<file path="src/rtl/i2c_flash_responder_if.sv">
// Pad-side I2C lines, memory port and status of the flash I2C responder.
// The slave modport is the responder's view; master is the bus/memory side.
interface i2c_flash_responder_if #(
  parameter int ADDR_W = 8
);
  logic              scl_in;
  logic              sda_in;
  logic              sda_oe;
  logic [ADDR_W-1:0] mem_addr;
  logic [7:0]        mem_wdata;
  logic              mem_we;
  logic              mem_re;
  logic [7:0]        mem_rdata;
  logic              busy;

  modport slave (
    input  scl_in, sda_in, mem_rdata,
    output sda_oe, mem_addr, mem_wdata, mem_we, mem_re, busy
  );

  modport master (
    output scl_in, sda_in, mem_rdata,
    input  sda_oe, mem_addr, mem_wdata, mem_we, mem_re, busy
  );
endinterface

</file>
<file path="src/rtl/i2c_flash_responder.sv">
// I2C responder with a one-byte memory pointer driving a synchronous memory port.
// Pad events act 3 clk after the pins change; the bus is paced by the master's SCL.
module i2c_flash_responder #(
  parameter logic [6:0] DEV_ADDR = 7'h50,
  parameter int         ADDR_W   = 8
) (
  input  logic                  clk,
  input  logic                  rst_n,
  i2c_flash_responder_if.slave  bus
);

  typedef enum logic [3:0] {
    S_IDLE, S_DEV_ADDR, S_ACK_DEV, S_MEM_ADDR, S_ACK_ADDR,
    S_WR_DATA, S_ACK_WR, S_RD_DATA, S_RD_ACK, S_WAIT
  } state_t;

  state_t            state;
  logic              scl_s1, scl_s2, scl_h;
  logic              sda_s1, sda_s2, sda_h;
  logic [3:0]        bit_cnt;
  logic [7:0]        shift;
  logic              rw;
  logic              ack_drv;
  logic              re_d;
  logic              sda_oe;
  logic [ADDR_W-1:0] mem_addr;
  logic [7:0]        mem_wdata;
  logic              mem_we;
  logic              mem_re;
  logic              busy;

  logic       scl_rise, scl_fall, start_det, stop_det, last_bit;
  logic [7:0] rx_byte;

  assign scl_rise  = scl_s2 & ~scl_h;
  assign scl_fall  = ~scl_s2 & scl_h;
  assign start_det = scl_s2 & scl_h & sda_h & ~sda_s2;
  assign stop_det  = scl_s2 & scl_h & ~sda_h & sda_s2;
  assign last_bit  = (bit_cnt == 4'd7);
  assign rx_byte   = {shift[6:0], sda_s2};

  assign bus.sda_oe    = sda_oe;
  assign bus.mem_addr  = mem_addr;
  assign bus.mem_wdata = mem_wdata;
  assign bus.mem_we    = mem_we;
  assign bus.mem_re    = mem_re;
  assign bus.busy      = busy;

  // Synchronizers idle high so reset never looks like a START or STOP.
  always_ff @(posedge clk or negedge rst_n) begin
    if (!rst_n) begin
      {scl_s1, scl_s2, scl_h} <= 3'b111;
      {sda_s1, sda_s2, sda_h} <= 3'b111;
    end else begin
      scl_s1 <= bus.scl_in;
      scl_s2 <= scl_s1;
      scl_h  <= scl_s2;
      sda_s1 <= bus.sda_in;
      sda_s2 <= sda_s1;
      sda_h  <= sda_s2;
    end
  end

  always_ff @(posedge clk or negedge rst_n) begin
    if (!rst_n) begin
      state     <= S_IDLE;
      bit_cnt   <= 4'd0;
      shift     <= 8'h00;
      rw        <= 1'b0;
      ack_drv   <= 1'b0;
      re_d      <= 1'b0;
      sda_oe    <= 1'b0;
      mem_addr  <= '0;
      mem_wdata <= 8'h00;
      mem_we    <= 1'b0;
      mem_re    <= 1'b0;
      busy      <= 1'b0;
    end else begin
      mem_we <= 1'b0;
      mem_re <= 1'b0;
      re_d   <= mem_re;
      // Read data arrives the clk after the strobe; load it one clk later still.
      if (re_d)   shift    <= bus.mem_rdata;
      if (mem_we) mem_addr <= mem_addr + 1'b1;

      if (start_det) begin
        state   <= S_DEV_ADDR;
        bit_cnt <= 4'd0;
        sda_oe  <= 1'b0;
        ack_drv <= 1'b0;
        busy    <= 1'b1;
      end else if (stop_det) begin
        state   <= S_IDLE;
        sda_oe  <= 1'b0;
        ack_drv <= 1'b0;
        busy    <= 1'b0;
      end else begin
        unique case (state)
          S_IDLE: ;
          S_DEV_ADDR: if (scl_rise) begin
            shift   <= rx_byte;
            bit_cnt <= bit_cnt + 4'd1;
            if (last_bit) begin
              bit_cnt <= 4'd0;
              if (rx_byte[7:1] == DEV_ADDR) begin
                rw    <= rx_byte[0];
                state <= S_ACK_DEV;
              end else begin
                state <= S_WAIT;
              end
            end
          end
          S_MEM_ADDR: if (scl_rise) begin
            shift   <= rx_byte;
            bit_cnt <= bit_cnt + 4'd1;
            if (last_bit) begin
              bit_cnt  <= 4'd0;
              mem_addr <= ADDR_W'(rx_byte);
              state    <= S_ACK_ADDR;
            end
          end
          S_WR_DATA: if (scl_rise) begin
            shift   <= rx_byte;
            bit_cnt <= bit_cnt + 4'd1;
            if (last_bit) begin
              bit_cnt   <= 4'd0;
              mem_wdata <= rx_byte;
              mem_we    <= 1'b1;
              state     <= S_ACK_WR;
            end
          end
          S_ACK_DEV: begin
            if (scl_rise && ack_drv && rw) mem_re <= 1'b1;
            if (scl_fall) begin
              if (!ack_drv) begin
                sda_oe  <= 1'b1;
                ack_drv <= 1'b1;
              end else begin
                ack_drv <= 1'b0;
                // The fall that ends the ACK also presents the first read bit.
                if (rw) begin
                  sda_oe  <= ~shift[7];
                  shift   <= {shift[6:0], 1'b0};
                  bit_cnt <= 4'd1;
                  state   <= S_RD_DATA;
                end else begin
                  sda_oe  <= 1'b0;
                  state   <= S_MEM_ADDR;
                end
              end
            end
          end
          S_ACK_ADDR, S_ACK_WR: if (scl_fall) begin
            if (!ack_drv) begin
              sda_oe  <= 1'b1;
              ack_drv <= 1'b1;
            end else begin
              sda_oe  <= 1'b0;
              ack_drv <= 1'b0;
              state   <= S_WR_DATA;
            end
          end
          S_RD_DATA: if (scl_fall) begin
            if (bit_cnt == 4'd8) begin
              sda_oe   <= 1'b0;
              bit_cnt  <= 4'd0;
              mem_addr <= mem_addr + 1'b1;
              state    <= S_RD_ACK;
            end else begin
              sda_oe  <= ~shift[7];
              shift   <= {shift[6:0], 1'b0};
              bit_cnt <= bit_cnt + 4'd1;
            end
          end
          S_RD_ACK: if (scl_rise) begin
            if (!sda_s2) begin
              mem_re <= 1'b1;
              state  <= S_RD_DATA;
            end else begin
              state  <= S_WAIT;
            end
          end
          S_WAIT: sda_oe <= 1'b0;
          default: state <= S_IDLE;
        endcase
      end
    end
  end

endmodule

</file>
<file path="src/flat_wrapper.sv">
// flat-port wrapper written by rule: the top's interface ports become plain ports
module i2c_flash_responder_flat 
#(
  parameter logic [6:0] DEV_ADDR = 7'h50,
  parameter int         ADDR_W   = 8
)
  (clk, rst_n, bus_scl_in, bus_sda_in, bus_mem_rdata, bus_sda_oe, bus_mem_addr, bus_mem_wdata, bus_mem_we, bus_mem_re, bus_busy);
  i2c_flash_responder_if #(.ADDR_W(ADDR_W)) bus_i ();
  input  logic clk;
  input  logic rst_n;
  input wire logic [$bits(bus_i.scl_in)-1:0] bus_scl_in;
  input wire logic [$bits(bus_i.sda_in)-1:0] bus_sda_in;
  input wire logic [$bits(bus_i.mem_rdata)-1:0] bus_mem_rdata;
  output wire logic [$bits(bus_i.sda_oe)-1:0] bus_sda_oe;
  output wire logic [$bits(bus_i.mem_addr)-1:0] bus_mem_addr;
  output wire logic [$bits(bus_i.mem_wdata)-1:0] bus_mem_wdata;
  output wire logic [$bits(bus_i.mem_we)-1:0] bus_mem_we;
  output wire logic [$bits(bus_i.mem_re)-1:0] bus_mem_re;
  output wire logic [$bits(bus_i.busy)-1:0] bus_busy;
  assign bus_i.scl_in = bus_scl_in;
  assign bus_i.sda_in = bus_sda_in;
  assign bus_i.mem_rdata = bus_mem_rdata;
  assign bus_sda_oe = bus_i.sda_oe;
  assign bus_mem_addr = bus_i.mem_addr;
  assign bus_mem_wdata = bus_i.mem_wdata;
  assign bus_mem_we = bus_i.mem_we;
  assign bus_mem_re = bus_i.mem_re;
  assign bus_busy = bus_i.busy;
  i2c_flash_responder #(.DEV_ADDR(DEV_ADDR), .ADDR_W(ADDR_W)) u_core (.clk(clk), .rst_n(rst_n), .bus(bus_i));
endmodule
</file>
<file path="config.mk">
export PLATFORM = sky130hd
export DESIGN_NAME = i2c_flash_responder_flat
export DESIGN_NICKNAME = d
export VERILOG_FILES = /design/src/rtl/i2c_flash_responder_if.sv /design/src/rtl/i2c_flash_responder.sv /design/src/flat_wrapper.sv
export SDC_FILE = /design/constraint.sdc
export NUM_CORES = 1
export LEC_CHECK = 0
export ABC_AREA = 0
export CAP_MARGIN = 10
export CORE_AREA = 8 8 85 87
export CTS_CLUSTER_DIAMETER = 120
export CTS_CLUSTER_SIZE = 20
export DETAILED_ROUTE_END_ITERATION = 10
export DIE_AREA = 0 0 93 95
export PLACE_DENSITY = 0.69
export SLEW_MARGIN = 15
export SYNTH_ARGS = -nofsm -noshare
export SYNTH_HDL_FRONTEND = slang
export SYNTH_SLANG_ARGS = --single-unit
export TNS_END_PERCENT = 50
</file>
<file path="constraint.sdc">
create_clock -name clk -period 2.4 [get_ports clk]
set_input_delay 0.48 -clock clk [delete_from_list [all_inputs] [get_ports clk]]
set_output_delay 0.48 -clock clk [all_outputs]
set_load 0.01 [all_outputs]
</file>
# Yosys cells after proc, flatten, opt, wreduce, memory -nomap -nowiden
# Index checks and enable logic that the tools add are counted.
[op_classes]
addsub = 2
n_eq_ne = 32
n_mux = 73
bitwise = 14
n_reduce_logical = 18
[op_table]
columns = ["operator", "count"]
rows = [
  ["8-bit two-way mux", 16],
  ["4-bit two-way mux", 26],
  ["4-bit by 1-bit inequality test with 1-bit output, second input constant", 13],
  ["4-bit one-hot mux with 8 select lines", 1],
  ["1-bit two-way mux", 24],
  ["8-bit one-hot mux with 3 select lines", 1],
  ["4-bit by 3-bit == test with 1-bit output, second input constant", 5],
  ["3-bit by 1-bit inequality test with 1-bit output, second input constant", 6],
  ["8-bit one-hot mux with 2 select lines", 1],
  ["14-bit AND reduction", 1],
  ["4-bit == test, second input constant", 3],
  ["4-bit one-hot mux with 3 select lines", 1],
  ["8-bit by 1-bit adder with 8-bit output, second input constant", 1],
  ["4-bit by 2-bit == test with 1-bit output, second input constant", 2],
  ["1-bit bitwise AND", 7],
  ["7-bit == test, second input constant", 1],
  ["1-bit NOT", 7],
  ["7-bit AND reduction", 1],
  ["6-bit AND reduction", 1],
  ["3-bit nonzero test", 2],
  ["6-bit nonzero test", 1],
  ["3-bit OR reduction", 2],
  ["5-bit AND reduction", 1],
  ["4-bit by 1-bit adder with 4-bit output, second input constant", 1],
  ["12 further kinds", 14],
]
[totals]
reg_bits = 45
input_bits = 12
out_inout_bits = 20
word_cells = 157

# Longest topological paths before layout
[depth]
depth_word = 8
mapped_depth = 8
mapped_depth_nobuf = 7

# Least setup slack after synthesis
# No wires, ideal clock.
[synth_timing]
kind = "register to register"
from = "register u_core.bit_cnt[0]"
to = "register u_core.mem_addr[6] (netlist: u_core.bus.mem_addr[6])"
setup_ps = 122
arrival_ps = 1671
required_ps = 2278
slack_ps = 608
path_stages_with_launch = 8
path_buffers = 0
synth_period_minus_slack_ps = 1792
cell_sequence = "dfrtp_1 inv_1 ha_1 and3b_1 a21oi_1 nor3b_1 a221o_1 a32o_1"
[synth_via]
elab_chain_len = 6
elab_cells_between_ends = 9
cone_classes = "2 x eq/ne; 7 x mux"
[synth_lines]
columns = ["element", "line", "source"]
rows = [
  ["start, declared", "i2c_flash_responder.sv:20", "logic [3:0] bit_cnt;"],
  ["start signal, assigned", "i2c_flash_responder.sv:102", "bit_cnt <= bit_cnt + 4'd1;"],
  ["start signal, assigned", "i2c_flash_responder.sv:115", "bit_cnt <= bit_cnt + 4'd1;"],
  ["start signal, assigned", "i2c_flash_responder.sv:124", "bit_cnt <= bit_cnt + 4'd1;"],
  ["4-bit == test or 4-bit by 3-bit == test with 1-bit output (tied branches)", "i2c_flash_responder.sv:164, i2c_flash_responder.sv:39", ""],
  ["8-bit two-way mux, on equally long branches", "i2c_flash_responder.sv:164, i2c_flash_responder.sv:116", ""],
  ["8-bit two-way mux, on equally long branches", "i2c_flash_responder.sv:163, i2c_flash_responder.sv:113", ""],
  ["8-bit one-hot mux with 2 select lines *", "i2c_flash_responder.sv:98", "unique case (state)"],
  ["8-bit two-way mux *", "i2c_flash_responder.sv:92", "end else if (stop_det) begin"],
  ["8-bit two-way mux *", "i2c_flash_responder.sv:86", "if (start_det) begin"],
  ["end signal, assigned", "i2c_flash_responder.sv:84", "if (mem_we) mem_addr <= mem_addr + 1'b1;"],
  ["end signal, assigned", "i2c_flash_responder.sv:118", "mem_addr <= ADDR_W'(rx_byte);"],
  ["end signal, assigned", "i2c_flash_responder.sv:167", "mem_addr <= mem_addr + 1'b1;"],
  ["end, declared", "i2c_flash_responder.sv:26", "logic [ADDR_W-1:0] mem_addr;"],
]
# Mark *: on every way between the ends. The rest lies on a longest branch, timed or not.
# A chain may end at the register's enable or synchronous reset.

# Worst setup path after layout
[layout_timing]
from = "register u_core.state[0]"
to = "register u_core.state[0]"
[layout_via]
elab_chain_len = 5
elab_cells_between_ends = 30
cone_classes = "23 x eq/ne; 3 x mux; 4 x reduce/logical"
[layout_lines]
columns = ["element", "line", "source"]
rows = [
  ["start, declared", "i2c_flash_responder.sv:17", "state_t state;"],
  ["start signal, assigned", "i2c_flash_responder.sv:66", "state <= S_IDLE;"],
  ["start signal, assigned", "i2c_flash_responder.sv:87", "state <= S_DEV_ADDR;"],
  ["start signal, assigned", "i2c_flash_responder.sv:93", "state <= S_IDLE;"],
  ["4-bit == test (tied with other cells)", "i2c_flash_responder.sv:98", ""],
  ["2-bit OR reduction, on equally long branches", "--", ""],
  ["4-bit one-hot mux with 8 select lines", "i2c_flash_responder.sv:98", ""],
  ["4-bit two-way mux", "i2c_flash_responder.sv:92", ""],
  ["4-bit two-way mux", "i2c_flash_responder.sv:86", ""],
]
# Parallel ways exist; a longest one is shown, timed or not.

==> impl.org <==
** Route
- Dividing the detail-routed wire length by the instance count gives 17.4 µm.
- After detailed routing, the number of vias per cell comes to between 5 and 6.
- The first routing iteration left about 210 violations.
- Routed wire length :: between 6000 and 7000 µm
- For this run, design rule violations remaining after detail routing come to 0.
- The pre-antenna-repair detailed-routing pass consisted of 4 iterations.
- Vias after detailed routing :: around 2,300
- Post-DRT Antenna Nets :: 0

** CTS
- CTS Buffer Depth :: 2
- Post-cts repair resize count :: 0
- Once the clock tree was built, the setup fixing pass inserted 0 buffers.
- Clock sink count :: between 40 and 50
- For the worst-skew pair, the clock arrives at the later sink with an insertion delay of 0.30 ns.
- Number of CTS-inserted buffers :: 5
- H-Tree Depth :: 2
- Clock tree from TritonCTS :: yes
- Cts-stage hold buffer count :: 0
- After clock tree synthesis, the clock-pin slew on the worst setup and hold paths is 0.09 ns.
- The root buffer cell chosen for the clock tree is clkbuf_8.

** Die
- Vertical extent of the die :: 95 µm
- Pin placement for this block handled 32 I/O pins.
- The core region is around 0.0058 mm².
- Die outline area :: just under 0.009 mm²
- The floorplan has 28 rows.
- Initial core utilization :: 47.5%
- Die extent in x :: a little over 90 µm

** Logic synthesis
- Cell accounting for the most synthesized area :: dfrtp_1
- Syn avg cell area :: about 9.8 µm²
- Main combinational cell family by area after synthesis :: simple AND/OR/NAND/NOR gates
- The number of different library cells used by synthesis comes to 69.
- Synth Register Bits :: 45
- Synth top area cells :: dfrtp_1 35%, dfstp_2 5.7%, mux2_1 3.7%
- Summing the areas of all compound-gate instances in the mapped netlist gives 19.7% of the synthesized area.
- Fraction of the mapped netlist area in adder cells :: 1.72%
- Of the total synthesized cell area, the portion taken by XOR and XNOR cells is 4.71%.
- Proportion of netlist area held by the largest area contributor :: about 35%
- Total number of yosys warnings :: 0
- Part of the Yosys area used for sequential elements :: around two fifths
- Synthesis produced approximately 280 cells.
- After synthesis the cells add up to 0.00276 mm².
- Counting flops with a built-in enable in the synthesized netlist gives 0.
- When the netlist entered floorplanning its net count stood at slightly below 300.
- Most used DFF post-synth :: dfrtp_1
- Multiplexer cells account for under 10% of the synthesized area.
- Simple-gate portion of the synthesized area :: 21.2%
- For this run, asynchronously set or reset flops after synthesis account for 100%.

** Worst setup path
- Ordered list of cells on the worst path :: a21boi_0 > o21bai_1 > o31a_2 > o221ai_1 > o31a_1
- Crit Reg-Reg Startpoint :: u_core.state[0]$_DFFE_PN0P_
- For the worst setup path, the data arrival time is 2.36 ns.
- STA puts the critical path data required time at around 2.6 ns.
- Grouping stages by cell kind, the critical path spends the most delay in compound AO/OA/AOI/OAI gates.
- Type of element capturing the critical path :: flop
- Of all nets on the critical path, the largest fanout is 20.
- The number of buffers and inverters on the critical path is 0.
- The largest individual stage delay along the critical path comes from the cell dfrtp_1.
- The worst setup path is launched from a flop.
- The critical path is of the reg2reg type.
- In this run the worst setup path begins at u_core.state[0]$_DFFE_PN0P_.
- Max stage delay on crit path :: between 0.7 and 0.8 ns

** Timing
- Worst hold slack :: ~0.25 ns
- The final critical path takes up a little under 90% of the cycle.
- Setup violations remaining at the end of the flow were counted as 0.
- RSZ-0062 raised after global routing :: no
- Relative slew slack :: between 50% and 60%
- The max-slew violation total from the final report is 0.
- For the pin with the worst max-slew slack, the measured transition is about 0.6 ns.
- For the finished layout, the period the worst path requires is 2.13 ns.
- For the final routed database, the setup TNS stands at 0 ns.
- Final hold violations :: 0
- Max Clock Skew :: roughly 0.014 ns
- F_max :: approximately 0.47 GHz

** Final layout
- Most used cells in the layout excluding fill and tap cells :: 39 x dfrtp_1, 30 x clkdlybuf4s50_1, 20 x nand2_1
- Net count reported at finish :: ~330
- Measured on the finished design, the core utilization comes to 55.4%.
- Most common cell after layout, fill and taps aside :: dfrtp_1
- Area growth from synthesis to final layout :: 16.8%
- Number of antenna diodes :: 0
- Fraction of final layout cells sized beyond drive strength 1 :: a little under an eighth

** Placement
- Placer's final routability congestion estimate :: around 0.93
- Detailed placement ended at an HPWL of roughly 5000 µm.
- During placement, the flow inserted port buffers numbering 31.

** Pwr
- Tot Pwr :: approximately 3.1 mW
- Largest vdd supply drop :: 0.000402 V
- Static power due to leakage :: about 1.3 nW
- Dividing total power by cell area gives a power density of 949 mW/mm².

** Global route
- Global routing finished with a remaining overflow of 0.
- Global routing used roughly 16% of the available tracks across all layers.
- Via count of the first global-routing pass :: roughly 2,300
- First-pass GRT wire length :: roughly 12,000 µm
- Number of antenna violations at the first check in global routing :: 0
- Largest net degree at the start of global routing :: 46

** Run
- The tool flagged a number of max-cap violations equal to 0.

** Min path
- Worst hold path type :: in2async

** Status
- Result of the run :: completed
==> power by group <==
group	total (mW)	switching (mW)	leakage, nW	internal (mW)
sequential	1.26	0.326	0.578	0.931
clock	0.456	0.254	0.0412	0.202
combinational	1.35	0.691	0.640	0.655
==> worst reg2reg max path, cell delays in order, from the launching register on <==
cell      delay, ns
dfrtp_1        0.74
a21boi_0       0.46
o21bai_1       0.11
o31a_2         0.42
o221ai_1       0.19
o31a_1         0.15
==> per-layer routing <==
metal	wire [µm]	vias up	GRT usage, %
met1	3010	1123	21.6
met3	446	5	2.62
met4	85	0	5.91
met5	0	-	0
met2	3230	78	25.9
li1	-	1127	-
==> sequential cells by signal, indices dropped and copies added, names as in the netlist, 4 cells and up <==
signal	count
u_core.bus.mem_addr	8
u_core.bus.mem_wdata	8
u_core.shift	8
u_core.bit_cnt	4
u_core.state	4
==> final timing paths <==
kind	depth (start not counted)	to	slack, ns
worst max-delay path	5	u_core.state[0]$_DFFE_PN0P_	0.27
worst min-delay path	2	u_core.bus.mem_addr[1]$_DFF_PN0_	0.25
worst max register to register	5	u_core.state[0]$_DFFE_PN0P_	0.27
worst min register to register	0	u_core.scl_s2$_DFF_PN1_	0.36
max in group asynchronous	2	u_core.shift[3]$_DFF_PN0_	1.76
min in group clk	0	u_core.scl_s2$_DFF_PN1_	0.36
==> cell families after synthesis <==
kind of cell,after synthesis
compound gates,80
xor+xnor,14
fa+ha+maj,4
buf+inv,22
flops,45
mux,20
simple gates,98
==> layout make-up <==
type,count,area (µm²)
fill,535,2590
timing repair buffer,40,373
multi-input combinational,216,1520
clock inverter,1,8.76
tap,75,93.8
inverter,6,22.5
clock buffer,6,72.6
sequential,45,1130
==> synthesized netlist by cell type (4+ instances only) <==
library cell	n
xor2_1	5
nand3b_1	6
mux2i_1	8
nand2_1	20
o221ai_1	7
nand4b_1	4
nor3_1	7
xnor2_1	8
dfstp_2	6
buf_4	4
o21ai_1	17
o21ai_0	9
mux2_1	9
nand2b_1	4
a21oi_1	15
nand3_1	7
nor2b_1	7
buf_2	8
dfrtp_1	39
inv_1	6
nand4_1	5
nor2_1	18
==> metrics by stage <==
step / worst slack [ns] / instance area [µm²] / cells
detailed placement: 0.332 / 3140 / 382
global route: 0.0686 / 3220 / 389
floorplan: 0.608 / 2760 / 283
CTS: 0.307 / 3220 / 389
global placement: 0.345 / 3140 / 382
finish: 0.274 / 3220 / 389
(Power assumes the default switching activity.)
